<file path="src/rtl/hazard_ctrl_if.sv">
// D-stage hazard descriptor in, stall and forwarding selects out.
// The decode side drives through master; hazard_ctrl sits on slave.
interface hazard_ctrl_if;
    logic [4:0] ra1;
    logic [4:0] ra2;
    logic [4:0] wa;
    logic       tuse_rs0;
    logic       tuse_rs1;
    logic       tuse_rt0;
    logic       tuse_rt1;
    logic [2:0] res;
    logic       flush_e;
    logic       stall;
    logic [1:0] fwd_rs_d;
    logic [1:0] fwd_rt_d;
    logic [1:0] fwd_rs_e;
    logic [1:0] fwd_rt_e;
    logic       fwd_rt_m;

    modport master (
        output ra1, ra2, wa, tuse_rs0, tuse_rs1, tuse_rt0, tuse_rt1, res, flush_e,
        input  stall, fwd_rs_d, fwd_rt_d, fwd_rs_e, fwd_rt_e, fwd_rt_m
    );

    modport slave (
        input  ra1, ra2, wa, tuse_rs0, tuse_rs1, tuse_rt0, tuse_rt1, res, flush_e,
        output stall, fwd_rs_d, fwd_rt_d, fwd_rs_e, fwd_rt_e, fwd_rt_m
    );
endinterface

</file>
<file path="src/rtl/hazard_ctrl.sv">
// Hazard controller for a 5-stage core: shadows the writers in E/M/W with a
// Tnew countdown and derives the stall and all forwarding selects from them.
module hazard_ctrl (
    input  logic         clk,
    input  logic         reset,
    hazard_ctrl_if.slave hz
);
    localparam logic [2:0] RES_NW  = 3'd0;
    localparam logic [2:0] RES_ALU = 3'd1;
    localparam logic [2:0] RES_DM  = 3'd2;
    localparam logic [2:0] RES_PC  = 3'd3;

    typedef struct packed {
        logic [4:0] rs;
        logic [4:0] rt;
        logic [4:0] wa;
        logic [2:0] res;
        logic [1:0] tnew;
    } rec_t;

    rec_t e_q, m_q, w_q;
    rec_t e_d, m_d, w_d;
    logic stall_w;

    function automatic logic [4:0] wa_eff(input rec_t r);
        return (r.res != RES_NW) ? r.wa : 5'd0;
    endfunction

    function automatic logic [1:0] tnew_dec(input logic [1:0] t);
        return (t == 2'd0) ? 2'd0 : t - 2'd1;
    endfunction

    function automatic logic [1:0] tnew_init(input logic [2:0] res);
        case (res)
            RES_ALU: return 2'd1;
            RES_DM:  return 2'd2;
            default: return 2'd0;
        endcase
    endfunction

    // A D-stage read stalls while the producer's result arrives later than needed.
    function automatic logic raw_hazard(input logic [4:0] a, input logic used,
                                        input logic tuse, input rec_t r);
        return used && (a != 5'd0) && (a == wa_eff(r)) && (r.tnew > {1'b0, tuse});
    endfunction

    function automatic logic [1:0] sel_d(input logic [4:0] a, input rec_t e, input rec_t m);
        if (a == 5'd0) return 2'd0;
        if (a == wa_eff(e) && e.tnew == 2'd0 && e.res == RES_PC) return 2'd1;
        if (a == wa_eff(m) && m.tnew == 2'd0 && (m.res == RES_ALU || m.res == RES_PC))
            return 2'd2;
        return 2'd0;
    endfunction

    function automatic logic [1:0] sel_e(input logic [4:0] a, input rec_t m, input rec_t w);
        if (a == 5'd0) return 2'd0;
        if (a == wa_eff(m) && m.tnew == 2'd0 && (m.res == RES_ALU || m.res == RES_PC))
            return 2'd1;
        if (a == wa_eff(w) && w.tnew == 2'd0) return 2'd2;
        return 2'd0;
    endfunction

    logic rs_used, rt_used, rs_tuse, rt_tuse;
    assign rs_used = hz.tuse_rs0 | hz.tuse_rs1;
    assign rt_used = hz.tuse_rt0 | hz.tuse_rt1;
    assign rs_tuse = ~hz.tuse_rs0;
    assign rt_tuse = ~hz.tuse_rt0;

    assign stall_w = raw_hazard(hz.ra1, rs_used, rs_tuse, e_q)
                   | raw_hazard(hz.ra1, rs_used, rs_tuse, m_q)
                   | raw_hazard(hz.ra2, rt_used, rt_tuse, e_q)
                   | raw_hazard(hz.ra2, rt_used, rt_tuse, m_q);

    always_comb begin
        m_d      = e_q;
        m_d.tnew = tnew_dec(e_q.tnew);
        w_d      = m_q;
        w_d.tnew = tnew_dec(m_q.tnew);
        e_d      = '0;
        // Stall and flush collapse into the same single bubble.
        if (!stall_w && !hz.flush_e) begin
            e_d.rs   = hz.ra1;
            e_d.rt   = hz.ra2;
            e_d.wa   = hz.wa;
            e_d.res  = hz.res;
            e_d.tnew = tnew_init(hz.res);
        end
    end

    always_ff @(posedge clk or negedge reset) begin
        if (!reset) begin
            e_q <= '0;
            m_q <= '0;
            w_q <= '0;
        end else begin
            e_q <= e_d;
            m_q <= m_d;
            w_q <= w_d;
        end
    end

    assign hz.stall    = stall_w;
    assign hz.fwd_rs_d = sel_d(hz.ra1, e_q, m_q);
    assign hz.fwd_rt_d = sel_d(hz.ra2, e_q, m_q);
    assign hz.fwd_rs_e = sel_e(e_q.rs, m_q, w_q);
    assign hz.fwd_rt_e = sel_e(e_q.rt, m_q, w_q);
    assign hz.fwd_rt_m = (m_q.rt != 5'd0) && (m_q.rt == wa_eff(w_q)) && (w_q.tnew == 2'd0);
endmodule

</file>
<file path="src/flat_wrapper.sv">
// flat-port wrapper written by rule: the top's interface ports become plain ports
module hazard_ctrl_flat 
  (clk, reset, hz_ra1, hz_ra2, hz_wa, hz_tuse_rs0, hz_tuse_rs1, hz_tuse_rt0, hz_tuse_rt1, hz_res, hz_flush_e, hz_stall, hz_fwd_rs_d, hz_fwd_rt_d, hz_fwd_rs_e, hz_fwd_rt_e, hz_fwd_rt_m);
  hazard_ctrl_if hz_i ();
  input  logic clk;
  input  logic reset;
  input wire logic [$bits(hz_i.ra1)-1:0] hz_ra1;
  input wire logic [$bits(hz_i.ra2)-1:0] hz_ra2;
  input wire logic [$bits(hz_i.wa)-1:0] hz_wa;
  input wire logic [$bits(hz_i.tuse_rs0)-1:0] hz_tuse_rs0;
  input wire logic [$bits(hz_i.tuse_rs1)-1:0] hz_tuse_rs1;
  input wire logic [$bits(hz_i.tuse_rt0)-1:0] hz_tuse_rt0;
  input wire logic [$bits(hz_i.tuse_rt1)-1:0] hz_tuse_rt1;
  input wire logic [$bits(hz_i.res)-1:0] hz_res;
  input wire logic [$bits(hz_i.flush_e)-1:0] hz_flush_e;
  output wire logic [$bits(hz_i.stall)-1:0] hz_stall;
  output wire logic [$bits(hz_i.fwd_rs_d)-1:0] hz_fwd_rs_d;
  output wire logic [$bits(hz_i.fwd_rt_d)-1:0] hz_fwd_rt_d;
  output wire logic [$bits(hz_i.fwd_rs_e)-1:0] hz_fwd_rs_e;
  output wire logic [$bits(hz_i.fwd_rt_e)-1:0] hz_fwd_rt_e;
  output wire logic [$bits(hz_i.fwd_rt_m)-1:0] hz_fwd_rt_m;
  assign hz_i.ra1 = hz_ra1;
  assign hz_i.ra2 = hz_ra2;
  assign hz_i.wa = hz_wa;
  assign hz_i.tuse_rs0 = hz_tuse_rs0;
  assign hz_i.tuse_rs1 = hz_tuse_rs1;
  assign hz_i.tuse_rt0 = hz_tuse_rt0;
  assign hz_i.tuse_rt1 = hz_tuse_rt1;
  assign hz_i.res = hz_res;
  assign hz_i.flush_e = hz_flush_e;
  assign hz_stall = hz_i.stall;
  assign hz_fwd_rs_d = hz_i.fwd_rs_d;
  assign hz_fwd_rt_d = hz_i.fwd_rt_d;
  assign hz_fwd_rs_e = hz_i.fwd_rs_e;
  assign hz_fwd_rt_e = hz_i.fwd_rt_e;
  assign hz_fwd_rt_m = hz_i.fwd_rt_m;
  hazard_ctrl u_core (.clk(clk), .reset(reset), .hz(hz_i));
endmodule
</file>
<file path="config.mk">
export PLATFORM = sky130hd
export DESIGN_NAME = hazard_ctrl_flat
export DESIGN_NICKNAME = d
export VERILOG_FILES = /design/src/rtl/hazard_ctrl_if.sv /design/src/rtl/hazard_ctrl.sv /design/src/flat_wrapper.sv
export SDC_FILE = /design/constraint.sdc
export NUM_CORES = 1
export LEC_CHECK = 0
export ABC_AREA = 1
export CORE_ASPECT_RATIO = 0.6
export CORE_MARGIN = 1
export CORE_UTILIZATION = 54
export CTS_CLUSTER_SIZE = 40
export DETAILED_ROUTE_END_ITERATION = 8
export PLACE_DENSITY = 0.81
export SLEW_MARGIN = 15
export SYNTH_ARGS = -nofsm -noshare
export SYNTH_HDL_FRONTEND = slang
export SYNTH_SLANG_ARGS = --single-unit
</file>
<file path="constraint.sdc">
create_clock -name clk -period 2.55 [get_ports clk]
set_input_delay 0.765 -clock clk [delete_from_list [all_inputs] [get_ports clk]]
set_output_delay 0.765 -clock clk [all_outputs]
set_load 0.03 [all_outputs]
</file>
==> results of run 1 <==
[metal layers]
layer	routed length, µm	vias to the layer above	GRT usage (%)
met5	0	-	0
met4	157	0	9.140
met3	742	23	9.356
met2	3499	138	52.05
met1	3072	1177	44.38
li1	-	1118	-
[worst max-delay path, stage by stage (launching register included)]
cell and delay (ps):
dfrtp_1 430, nor2_4 160, buf_6 130, nand2_4 80
nand3_1 110, nand2_1 70, nor2_2 160, nand3_2 80
nor4_2 250, buf_4 200
[final timing paths]
path	from	to	cells after the start	slack, ps
max in group asynchronous	reset	u_core.m_q[7]$_DFF_PN0_	2	1630
hold reg to reg	u_core.e_q[14]$_DFF_PN0_	u_core.m_q[14]$_DFF_PN0_	0	380
hold / removal	u_core.e_q[14]$_DFF_PN0_	u_core.m_q[14]$_DFF_PN0_	0	380
setup / recovery	u_core.m_q[4]$_DFF_PN0_	hz_fwd_rs_d[1]	9	-190
setup reg to reg	u_core.e_q[2]$_DFF_PN0_	u_core.e_q[13]$_DFF_PN0_	13	450
min in group asynchronous	reset	u_core.m_q[10]$_DFF_PN0_	2	520
[sequential cells by signal (all words and copies together), names as in the netlist]
register	count
u_core.e_q	20
u_core.m_q	15
u_core.w_q	10
[layout make-up]
cell class / count / area [µm²] / share of cell area (%)
timing repair buffer: 76 / 651.9 / 18.73
inverter: 49 / 186.4 / 5.358
multi-input combinational: 205 / 1324 / 38.04
sequential: 45 / 1126 / 32.36
clock buffer: 5 / 68.82 / 1.978
tap: 60 / 75.07 / 2.157
clock inverter: 3 / 47.55 / 1.366
[logic make-up after synthesis]
kind of cell,Yosys count,share of synthesized area (%)
and+or+nand+nor,159,30.45
buffers and inverters,53,9.414
DFF,45,46.30
AOI/OAI and AO/OA,27,6.482
xor gates and xnor gates,13,5.299
adders and majority gates,4,2.058
[synthesized netlist by cell type]
master     n
a211oi_1   3
a21oi_1    7
a21oi_2    1
a31oi_1    1
and3_1     3
buf_6      4
dfrtp_1   45
ha_1       4
inv_1     49
nand2_1   61
nand2_2    4
nand2_4    2
nand3_1   26
nand3_2    1
nand3b_1   1
nand4_1   10
nor2_1    33
nor2_2    14
nor3_1     1
nor4_1     3
o21ai_0    8
o21bai_1   1
o22ai_1    6
xnor2_1    3
xor2_1     8
xor2_2     2
[power by group through the flow]
stage | Clock (mW) | Combinational, mW | Sequential, mW
floorplan | 0 | 0.198 | 0.787
global placement | 0 | 0.327 | 0.796
detailed placement | 0 | 0.333 | 0.798
CTS | 0.570 | 0.378 | 0.786
global route | 0.607 | 0.460 | 0.795
finish | 0.573 | 0.425 | 0.791
[stage by stage]
step	hold WS, ps	instance area, µm²	std cells
final	380.2	3480	443
after global placement	357.7	3015	420
after detailed placement	365.0	3015	420
after floorplan	353.7	2445	301
after global routing	405.3	3480	443
after CTS	386.4	3333	439
[repair_timing]
action                                  4_1_cts  5_1_grt
pin swaps                                    35       27
buffers inserted                              9        4
endpoints found under the setup margin        9       10
resized for setup                            79       31
gates cloned                                  2        0
==> results.yml, run 1 <==
cells_and_area:
  final_nets: 411
  post-route-util_pct: 82.62
  diodes: 0
  fill_cells: 262
  area_growth_pct: 43.06
  drive_gt1_share_pct: 38.90
  final_cell_mix: "nand2_1 (45), dfrtp_1 (45), buf_4 (43)"
power_and_ir_drop:
  total_power_mw: 1.790
  p_leak_nw: 1.793
  powerDensity_nw_per_um2: 514.4
  p_comb_share_pct: 23.8
  p_clk_share_pct: 32.0
  seqPwrFrac_pct: 44.2
  swShare_pct: 31.34
  ir_drop_uv: 437.9
  p_int_mw: 1.229
  p_sw_mw: 0.5610
timing:
  fin_crit_sh_pct: 107.6
  finalSetupTns_ps: -1361
  slew_headroom_pct: 62.09
  worstMarginPinSlew_ps: 568.6
  skew_ps: 10.03
  slew_viol_final: 0
  worst_slack_ps: -194.9
  hold_viol_final: 0
  clock.fmax_ghz: 0.3643
  finalSetupViolCount: 9
  final.min_clock_period_ps: 2745
  rsz0062_at_grt: "true"
setup_path:
  critPathArrivalTime_ps: 1980
  end_kind: "primary output"
  critPathKind: "flip-flop to primary output"
  required_ps: 1790
  cp-start-kind: "flip-flop"
  cp_max_fo: 6
drt:
  finalWirelength_um: 7472
  routed_via_density: 5.544
  drc: 0
  wl_per_cell_um: 16.87
  via_count: 2456
  first_pass_iters: 5
  ant_nets: 0
  drt_iter0_markers: 309
logic_synthesis:
  synth_cells: 301
  ys_types: 26
  synth_warnings: 0
  synth_top_area_share_pct: 46.30
  avgSynthCellArea_um2: 8.081
  ys_seq_area_share_pct: 46.30
  yosys-top-cells-area: "dfrtp_1 (46%), nand2_1 (9.4%), inv_1 (7.6%)"
  yosysTopAreaCell: "dfrtp_1"
  synth_area_um2: 2432
  synth_fp_nets: 330
  ys_ff_latch: 45
place:
  port_buffers: 34
  pre_cts_ws_ps: -613.1
  gp_congestion: 0.8706
  hpwlAfterDp_um: 4652
floorplan:
  start_util_pct: 57.75
  dieArea_um2: 4786
  core_area_um2: 4212
  die_x_um: 88.65
  pin_count: 35
  num_rows: 18
  fp.dieH_um: 53.99
cts:
  clk_latency_ps: 310
  path_clk_slew_ps: 100
  cts_root_buffer: "clkbuf_8"
  clockBufferDepth: 2
  cts_made_buffers: 5
  cts.sinks: 45
  postCtsHoldBufs: 0
  htree_levels: 2
  cts_tree: "built"
worst_hold_path:
  hold_path_class: "flip-flop to flip-flop"
global_route:
  grt-ovfl-total: 0
  grt_start_max_net_pins: 46
  grt_pass1_wl_um: 11060
  grt_antenna_before_repair: 0
  grt_usage_pct: 32.80
  grt_pass1_vias: 2184
outcome:
  failed_checks: "setup timing"
  status: "complete, but fails checks"
flow_run:
  drv_cap: 0
(Power assumes the default switching activity.)
==> run 2, diff against run 1 <==
--- a/config.mk
+++ b/config.mk
@@ -6,6 +6,7 @@
 export NUM_CORES = 1
 export LEC_CHECK = 0
 export ABC_AREA = 1
+export ABC_CLOCK_PERIOD_IN_PS = 2550
 export CORE_ASPECT_RATIO = 0.6
 export CORE_MARGIN = 1
 export CORE_UTILIZATION = 54
==> results of run 2 <==
No change in the layout: final DEF, timing and power equal those of run 1.
==> run 3, diff against run 2 <==
--- a/config.mk
+++ b/config.mk
@@ -12,6 +12,7 @@
 export CORE_UTILIZATION = 54
 export CTS_CLUSTER_SIZE = 40
 export DETAILED_ROUTE_END_ITERATION = 8
+export GPL_TIMING_DRIVEN = 1
 export PLACE_DENSITY = 0.81
 export SLEW_MARGIN = 15
 export SYNTH_ARGS = -nofsm -noshare
==> results of run 3 <==
No change in the layout: final DEF, timing and power equal those of run 1.
